## src/rtl/skp_adjust_pkg.sv

```systemverilog
// Shared types and constants for the elastic-buffer SKP rate-matching controller.
// Optional statistics counters in skp_adjust_ctrl are enabled by SKP_ADJUST_STATS_EN.
package skp_adjust_pkg;

  // Encoded symbol width (8b/10b)
  localparam int unsigned SYM_W = 10;

  // SKP counter width; the count saturates at 7
  localparam int unsigned CNT_W = 3;

  // Default rate-matching limits
  localparam int unsigned DEF_MAX_SKP  = 5;
  localparam int unsigned DEF_MIN_SKP  = 1;
  localparam int unsigned DEF_COOLDOWN = 4;

  // K28.5 comma, both running disparities
  localparam logic [SYM_W-1:0] COM_RDN = 10'b0011111010;
  localparam logic [SYM_W-1:0] COM_RDP = 10'b1100000101;

  // K28.0 skip, both running disparities
  localparam logic [SYM_W-1:0] SKP_RDN = 10'b0011110100;
  localparam logic [SYM_W-1:0] SKP_RDP = 10'b1100001011;

  // Ordered-set tracking states
  typedef enum logic [1:0] {
    IDLE = 2'd0,
    COM  = 2'd1,
    SKP  = 2'd2
  } state_t;

endpackage : skp_adjust_pkg

```

## src/rtl/skp_symbol_detect.sv

```systemverilog
// Combinational COM / SKP symbol classifier covering both running disparities.
module skp_symbol_detect
  import skp_adjust_pkg::*;
#(
  parameter int unsigned DATA_WIDTH = SYM_W
) (
  input  logic [DATA_WIDTH-1:0] sym,
  input  logic                  valid,
  output logic                  is_com,
  output logic                  is_skp
);

  // A symbol only counts when the buffer actually presents valid data
  always_comb begin
    is_com = 1'b0;
    is_skp = 1'b0;
    if (valid) begin
      is_com = (sym == DATA_WIDTH'(COM_RDN)) || (sym == DATA_WIDTH'(COM_RDP));
      is_skp = (sym == DATA_WIDTH'(SKP_RDN)) || (sym == DATA_WIDTH'(SKP_RDP));
    end
  end

endmodule : skp_symbol_detect

```

## src/rtl/skp_adjust_ctrl.sv

```systemverilog
// Read-side SKP rate-matching controller for the elastic buffer.
// Tracks COM/SKP ordered sets at the buffer read port and turns add/delete
// threshold requests into single-symbol insert (pointer hold) or skip
// (pointer double-advance) commands, one per ordered set, followed by a cooldown.
// Define SKP_ADJUST_STATS_EN to add saturating add_total / remove_total counters.
module skp_adjust_ctrl
  import skp_adjust_pkg::*;
#(
  parameter int unsigned DATA_WIDTH = SYM_W,
  parameter int unsigned MAX_SKP    = DEF_MAX_SKP,
  parameter int unsigned MIN_SKP    = DEF_MIN_SKP,
  parameter int unsigned COOLDOWN   = DEF_COOLDOWN
) (
  input  logic                  read_clk,
  input  logic                  rst_n,
  input  logic [DATA_WIDTH-1:0] sym_in,
  input  logic                  sym_valid,
  input  logic                  add_req,
  input  logic                  delete_req,
  input  logic                  buffer_mode,
  output logic                  insert,
  output logic                  skip,
  output logic                  skp_added,
  output logic                  skp_removed,
  output logic [CNT_W-1:0]      skp_count,
  output logic                  os_error
`ifdef SKP_ADJUST_STATS_EN
  ,
  output logic [15:0]           add_total,
  output logic [15:0]           remove_total
`endif
);

  localparam int unsigned CD_W    = (COOLDOWN < 1) ? 1 : $clog2(COOLDOWN + 1);
  localparam int unsigned CNTX_W  = CNT_W + 1;
  localparam int unsigned CNT_SAT = (1 << CNT_W) - 1;

  state_t            state_q, state_d;
  logic [CNT_W-1:0]  cnt_q, cnt_d;
  logic [CD_W-1:0]   cd_q, cd_d;
  logic              adj_q, adj_d;
  logic [CNT_W-1:0]  skp_count_d;
  logic              err_d;

  logic              is_com;
  logic              is_skp;
  logic              can_adjust;
  logic              req_conflict;
  logic [CNTX_W-1:0] cnt_after;
  logic [CNTX_W-1:0] cnt_new;
  logic [CNT_W-1:0]  cnt_sat;

  // Symbol classification at the read port
  skp_symbol_detect #(
    .DATA_WIDTH (DATA_WIDTH)
  ) u_detect (
    .sym    (sym_in),
    .valid  (sym_valid),
    .is_com (is_com),
    .is_skp (is_skp)
  );

  // Mealy insert/skip decision for the symbol currently at the port
  always_comb begin
    insert       = 1'b0;
    skip         = 1'b0;
    can_adjust   = !adj_q && (cd_q == '0);
    req_conflict = add_req && delete_req;
    // Count including the SKP at the port; the first SKP after COM is 1
    cnt_after    = (state_q == SKP) ? (CNTX_W'(cnt_q) + CNTX_W'(1)) : CNTX_W'(1);

    if (is_skp && (state_q == COM || state_q == SKP) && add_req && !req_conflict &&
        can_adjust && (cnt_after < CNTX_W'(MAX_SKP))) begin
      insert = 1'b1;
    end

    // Only from SKP, so at least MIN_SKP symbols have already gone downstream
    if (is_skp && (state_q == SKP) && (cnt_q >= CNT_W'(MIN_SKP)) && delete_req &&
        !req_conflict && !buffer_mode && can_adjust) begin
      skip = 1'b1;
    end
  end

  // Running count; a skipped SKP is never presented, so it is counted here
  always_comb begin
    cnt_new = cnt_after + (skip ? CNTX_W'(1) : CNTX_W'(0));
    cnt_sat = (cnt_new > CNTX_W'(CNT_SAT)) ? CNT_W'(CNT_SAT) : cnt_new[CNT_W-1:0];
  end

  // Next-state, counters, adjustment bookkeeping and error detection
  always_comb begin
    state_d     = state_q;
    cnt_d       = cnt_q;
    cd_d        = cd_q;
    adj_d       = adj_q;
    skp_count_d = skp_count;
    err_d       = os_error;

    unique case (state_q)
      IDLE: begin
        if (is_com) begin
          state_d = COM;
        end else if (is_skp) begin
          err_d = 1'b1;
        end
      end
      COM: begin
        if (is_skp) begin
          state_d = SKP;
          cnt_d   = cnt_sat;
          if (cnt_new > CNTX_W'(MAX_SKP)) err_d = 1'b1;
        end else if (is_com) begin
          state_d = COM;
        end else begin
          state_d = IDLE;
        end
      end
      SKP: begin
        if (is_skp) begin
          cnt_d = cnt_sat;
          if (cnt_new > CNTX_W'(MAX_SKP)) err_d = 1'b1;
        end else if (is_com) begin
          state_d     = COM;
          skp_count_d = cnt_q;
        end else if (sym_valid) begin
          state_d     = IDLE;
          skp_count_d = cnt_q;
        end
      end
      default: begin
        state_d = IDLE;
      end
    endcase

    // Every new ordered set starts fresh
    if (state_d == COM) begin
      cnt_d = '0;
      adj_d = 1'b0;
    end

    if (insert || skip) begin
      adj_d = 1'b1;
      cd_d  = CD_W'(COOLDOWN);
    end else if (cd_q != '0) begin
      cd_d = cd_q - CD_W'(1);
    end
  end

  // State and bookkeeping registers
  always_ff @(posedge read_clk or negedge rst_n) begin
    if (!rst_n) begin
      state_q <= IDLE;
      cnt_q   <= '0;
      cd_q    <= '0;
      adj_q   <= 1'b0;
    end else begin
      state_q <= state_d;
      cnt_q   <= cnt_d;
      cd_q    <= cd_d;
      adj_q   <= adj_d;
    end
  end

  // Registered status outputs
  always_ff @(posedge read_clk or negedge rst_n) begin
    if (!rst_n) begin
      skp_added   <= 1'b0;
      skp_removed <= 1'b0;
      skp_count   <= '0;
      os_error    <= 1'b0;
    end else begin
      skp_added   <= insert;
      skp_removed <= skip;
      skp_count   <= skp_count_d;
      os_error    <= err_d;
    end
  end

`ifdef SKP_ADJUST_STATS_EN
  // Saturating totals of completed insertions and deletions
  always_ff @(posedge read_clk or negedge rst_n) begin
    if (!rst_n) begin
      add_total    <= '0;
      remove_total <= '0;
    end else begin
      if (skp_added && (add_total != 16'hFFFF)) begin
        add_total <= add_total + 16'd1;
      end
      if (skp_removed && (remove_total != 16'hFFFF)) begin
        remove_total <= remove_total + 16'd1;
      end
    end
  end
`endif

endmodule : skp_adjust_ctrl

```

## config.mk

```make
export PLATFORM = sky130hd
export DESIGN_NAME = skp_adjust_ctrl
export DESIGN_NICKNAME = d
export VERILOG_FILES = /design/src/rtl/skp_adjust_pkg.sv /design/src/rtl/skp_symbol_detect.sv /design/src/rtl/skp_adjust_ctrl.sv
export SDC_FILE = /design/constraint.sdc
export NUM_CORES = 1
export LEC_CHECK = 0
export CAP_MARGIN = 10
export CORE_MARGIN = 5
export CORE_UTILIZATION = 50
export CTS_BUF_LIST = sky130_fd_sc_hd__clkbuf_8
export CTS_CLUSTER_DIAMETER = 30
export CTS_CLUSTER_SIZE = 30
export DETAILED_ROUTE_END_ITERATION = 10
export PLACE_DENSITY = 0.81
export SYNTH_ARGS = -nofsm -noshare
export SYNTH_HDL_FRONTEND = slang
export SYNTH_HIERARCHICAL = 1
export SYNTH_SLANG_ARGS = --single-unit
```

## constraint.sdc

```tcl
create_clock -name read_clk -period 2.6 [get_ports read_clk]
set_input_delay 0.39 -clock read_clk [delete_from_list [all_inputs] [get_ports read_clk]]
set_output_delay 0.39 -clock read_clk [all_outputs]
set_load 0.01 [all_outputs]
```

### Word level (Yosys, flattened, before mapping)

Index checks and enable logic that the tools add are counted.

* bits in registers: 15
* bits in latches: 0
* RAM bits: 0
* bits in read-only memories: 0
* input bits: 16
* output and inout port bits: 8
* logic and storage cells: 88
* memories: 0

* add/subtract/negate cells: 3
* multiply operators: 0
* divide/modulo/power cells: 0
* order comparisons: 4
* equal/unequal tests: 11
* shift operators: 0
* mux-type cells: 28
* bitwise gates (word level): 1
* reductions and logical operators: 33

Operators by type and width (number)
* $mux W3: 8
* $eq A10 B10 Y1 const B: 2
* $eq A10 B8 Y1 const B: 2
* $logic_and A1 B1 Y1: 13
* $mux W1: 12
* $reduce_bool A2 Y1: 6
* $mux W2: 5
* $gt A4 B3 Y1 const B: 2
* $pmux W2 S3: 1
* $reduce_and A5 Y1: 1
* $add A3 B1 Y4 const B: 1
* $add A4 B1 Y4: 1
* $eq A2 B1 Y1 const B: 2
* $logic_or A1 B1 Y1: 4
* $lt A4 B3 Y1 const B: 1
* $mux W4: 1
* $ne A2 B1 Y1 const B: 2
* $ne A2 B2 Y1 const B: 2
* $ge A3 B1 Y1 const B: 1
* $logic_not A1 Y1: 3
* $logic_not A3 Y1: 1
* $reduce_and A3 Y1: 1
* $reduce_bool A3 Y1: 1
* $sub A3 B1 Y3 const B: 1
* 6 further kinds: 6

### Depth between registers and ports, before layout

* depth after elaboration: 17
* mapped depth: 10
* depth with buffers taken out: 10

### Hierarchy

The synthesis kept the hierarchy.

Modules (own cells, without submodules)
* skp_adjust_ctrl: times used 1, cells each 96, area an instance 918.4 µm², seq. area each 375.4 µm²
* skp_symbol_detect: times used 1, cells each 9, area an instance 71.3 µm², seq. area each 0.0 µm²

### Least setup slack after synthesis

Ideal clock, no wire load.

* kind: input -> register
* from: in sym_in[8]
* to: reg os_error
* data arrival time: 2.655 ns
* data required time: 2.475 ns
* path slack: -0.180 ns
* cell stages on the path: 10
* cells stage by stage: and4bb_2 > nand4b_1 > o22ai_1 > nand4_1 > nor4_1 > ha_1 > nand4b_1 > xor2_1 > a211oi_1 > o31ai_1

* longest elaborated chain between the ends: 15
* elaborated cells on any way between the ends: 23
* classes of those cells: add/sub: 1; order compare: 1; eq/ne: 8; mux: 4; reduce/logical: 9

Ends and longest elaborated chain
* start: declaration: line skp_adjust_ctrl.sv:16 `input logic [DATA_WIDTH-1:0] sym_in,`
* $eq A10 B8 Y1 or $eq A10 B10 Y1 (tied branches): line skp_symbol_detect.sv:19 `is_skp = (sym == DATA_WIDTH'(SKP_RDN)) || (sym == DATA_WIDTH'(SKP_RDP));`
* $logic_or A1 B1 Y1 *: line skp_symbol_detect.sv:19
* $mux W1 *: line skp_symbol_detect.sv:17 `if (valid) begin`
* via is_skp: line skp_adjust_ctrl.sv:46 `logic is_skp;`
* $logic_and A1 B1 Y1 * (4 in series): line skp_adjust_ctrl.sv:78 `if (is_skp && (state_q == SKP) && (cnt_q >= CNT_W'(MIN_SKP)) && delete_req &&`
* $logic_and A1 B1 Y1 * (2 in series): line skp_adjust_ctrl.sv:79 `!req_conflict && !buffer_mode && can_adjust) begin`
* $mux W1 *: line skp_adjust_ctrl.sv:78
* via skip: line skp_adjust_ctrl.sv:22 `output logic skip,`
* $mux W1 *: line skp_adjust_ctrl.sv:86 `cnt_new = cnt_after + (skip ? CNTX_W'(1) : CNTX_W'(0));`
* $add A4 B1 Y4 *: line skp_adjust_ctrl.sv:86
* $gt A4 B3 Y1 *: line skp_adjust_ctrl.sv:111, skp_adjust_ctrl.sv:121
* $ne A2 B1 Y1 (no source line) *
* $reduce_and A5 Y1 (no source line) *
* end signal: assignment: line skp_adjust_ctrl.sv:175 `os_error <= err_d;`
* end: declaration: line skp_adjust_ctrl.sv:26 `output logic os_error`

The timed path passes the listed nets; every way through them passes the cells marked *.
A chain may end at the register's enable or synchronous reset.

### Worst setup path after layout

* from: in sym_in[9]
* to: out skip

* longest elaborated chain between the ends: 10
* elaborated cells on any way between the ends: 11
* classes of those cells: eq/ne: 2; mux: 2; reduce/logical: 7

Ends and longest elaborated chain (line)
* $eq A10 B8 Y1 or $eq A10 B10 Y1 (tied branches): skp_symbol_detect.sv:19
* $logic_or A1 B1 Y1 *: skp_symbol_detect.sv:19
* $mux W1 *: skp_symbol_detect.sv:17
* via is_skp: skp_adjust_ctrl.sv:46
* $logic_and A1 B1 Y1 * (4 in series): skp_adjust_ctrl.sv:78
* $logic_and A1 B1 Y1 * (2 in series): skp_adjust_ctrl.sv:79
* $mux W1 *: skp_adjust_ctrl.sv:78
* end: declaration: skp_adjust_ctrl.sv:22

Marked as above.

==> results.toml <==
[run_status]
status = "completed"

[routing]
routed-via-count = 898
wl_mm = 2.45
drc = 0
viasPerCell = 5.38
drt-pass1-iter-count = 4
drtIter0Drc = 12
routedWlPerCell_um = 14.7
ant_nets = 0

[synthesis]
syn-cell-area_sq_um = 990
synthAdderAreaFrac = 0.126
ys.warnings.count = 6
yosys-mux-area-fraction = 0.0228
syn_inst = 105
synth_top_family_by_area = "simple AND/OR/NAND/NOR gates"
yosysSeqAreaShare = 0.379
yosys.area_share.simple = 0.241
yosysTopAreaCellShare = 0.379
post-synth-top-count-cell = "dfrtp_1"
ys_types = 34
synth_edf_count = 0
ys.flop_type = "dfrtp_1"
yosysTopAreaCell = "dfrtp_1"
syn_avg_cell_area_sq_um = 9.43
synth-xor-area-share = 0.0430
synthTopCellsByCount = "15 x dfrtp_1, 10 x ha_1, 10 x inv_1"
synth_compound_area_frac = 0.144
ys_ff_latch = 15
synth_area_leaders = "dfrtp_1 38%, ha_1 13%, inv_1 3.8%, a21oi_1 3.5%, nor2_1 3.4%"
synthArstFlopShare = 1.00
synth_nets = 131

[clock_tree]
tritoncts = "built"
clk_latency_ns = 0.24
ctsRootBufferMaster = "clkbuf_8"
clockBufferDepth = 2
cts_buffers = 3
ctsHoldBuffers = 0
htreeDepth = 1
path_clk_slew_ns = 0.06
cts_sinks = 15

[critical_path]
max_stage_delay_ns = 0.30
start_kind = "input port"
arrival_ns = 2.03
cp_cell_sequence = "dlymetal6s2s_1 > and4bb_2 > nand4b_1 > o22ai_2 > nand4_1 > nor4_4 > buf_4 > clkdlybuf4s15_1"
cp-end-kind = "output pin"
reg2reg_from = "cnt_q[0]$_DFFE_PN0P_"
worstSetupPathType = "in -> out"
timing.rr.end = "os_error$_DFFE_PN0P_"
cp_data_required_time_ns = 2.21
cp_max_fo = 3
cp_slowest_cell = "nor4_4"
rr_worst_depth = 9
reg2reg_slack_ns = 0.28

[floorplan]
ioPinCount = 24
fp.dieW_um = 54.5
num_rows = 16
die_area_sq_mm = 0.00297
core_area_sq_mm = 0.00192
initial_core_util = 0.515
die_h_um = 54.5

[timing]
period_minus_slack_ns = 2.42
worstMarginPinSlew_ns = 0.642
finalHoldViolCount = 0
finalSetupViolCount = 0
period_share = 0.930
slew_violations = 0
fin_setup_tns_ns = 0
rsz0062_at_grt = "no"
max_freq_ghz = 0.414
skew_ns = 0.00211
slew_headroom = 0.571

[job]
max_cap_violations = 0

[pwr]
ir_worst_vdd_uv = 504
total_power_w = 0.000704
p_leak_nw = 0.713
p_per_area_mw_per_mm2 = 487

[global_routing]
grt_overflow = 0
grt_pass1_wl_mm = 3.96
grt_max_degree = 16
grt_pass1_vias = 930
antenna_found_initial = 0
track_usage = 0.192

[cells_and_area]
nFillCells = 140
area_growth_pct = 46.0
nNetsFinal = 167
drive_above_1_share = 0.200
num_antenna_cells = 0
final_util = 0.752

[worst_hold_path]
hp-class = "reg -> reg"
hp-start = "os_error$_DFFE_PN0P_"
hold_end = "os_error$_DFFE_PN0P_"
whs_path_depth = 2

[place]
place.port_buffers = 23
hpwl_mm = 1.91
gp_congestion = 0.893
power breakdown:
group          switching [W]  internal (W)
clock              0.0000787      0.000106
combinational       0.000113      0.000113
sequential         0.0000246      0.000269
worst max-delay path by stage:
| stage | start | endpoint | slack, ns | depth (start not counted) |
|---|---|---|---|---|
| finish | sym_in[9] | skip | 0.18 | 8 |
| global route | sym_in[4] | os_error$_DFFE_PN0P_ | 0.04 | 11 |
| CTS | sym_in[8] | insert | -0.04 | 9 |
| detailed placement | sym_in[8] | insert | -0.43 | 9 |
| global placement | sym_in[0] | os_error$_DFFE_PN0P_ | -0.41 | 11 |
| floorplan | sym_in[8] | os_error$_DFFE_PN0P_ | 0.05 | 10 |
flip-flops by register name, indices dropped and copies added (netlist names):
name         count
skp_count        3
skp_removed      1
adj_q            1
cd_q             3
state_q          2
cnt_q            3
os_error         1
skp_added        1
cell usage in the layout (no fill, tap or decap), types with 3 or more instances in the layout:
cell             instances
a21oi_1                  7
buf_4                    9
clkbuf_8                 3
clkdlybuf4s50_1         10
dfrtp_1                 15
dlymetal6s2s_1          11
ha_1                     9
inv_1                   10
nand2_1                  5
nand2b_1                 4
nand4_1                  3
nand4b_1                 3
nor2_1                   9
nor2b_1                  3
nor3_1                   5
layer usage:
metal	track usage	share of wire	vias to the layer above
met5	0	0	-
met4	0.108	0.026	0
met3	0.0518	0.071	6
met2	0.317	0.48	25
met1	0.224	0.42	419
li1	-	-	448
worst max-delay path: cells and delay by family:
| kind | cells | cell delay (ns) |
|---|---|---|
| buffers and inverters | 3 | 0.52 |
| AND/OR/NAND/NOR | 4 | 0.93 |
| AO/OA/AOI/OAI | 1 | 0.19 |
metrics by stage:
stage	cell area (sq um)	cells	hold slack (ns)	worst slack (ns)
finish	1450	167	0.486	0.182
global route	1450	167	0.504	0.0394
CTS	1400	166	0.495	-0.0401
detailed placement	1310	160	0.481	-0.427
global placement	1310	160	0.457	-0.408
floorplan	1000	105	0.0944	0.0473
final cells by class:
cell class	count	area, sq um	share of cell area
inverter	10	37.5	0.0260
tap	27	33.8	0.0234
timing repair buffer	32	327	0.226
sequential	15	375	0.260
multi-input combinational	79	626	0.433
clock inverter	1	5.00	0.00346
clock buffer	3	41.3	0.0286
cells by family (layout without fill, tap and decap cells):
kind of cell             count (synthesis)  count (layout)
XOR/XNOR                                 4               4
multiplexers                             2               2
AND/OR/NAND/NOR                         42              42
buffers and inverters                   11              46
flip-flops                              15              15
AO/OA/AOI/OAI                           21              21
adder cells (fa/ha/maj)                 10              10
repair_timing:
| item | CTS | global route |
|---|---|---|
| gates cloned | 0 | 0 |
| resized for setup | 10 | 14 |
| pin swaps | 9 | 13 |
| setup buffers | 2 | 1 |
| endpoints found under the setup margin | 6 | 6 |
(Power assumes the default switching activity.)
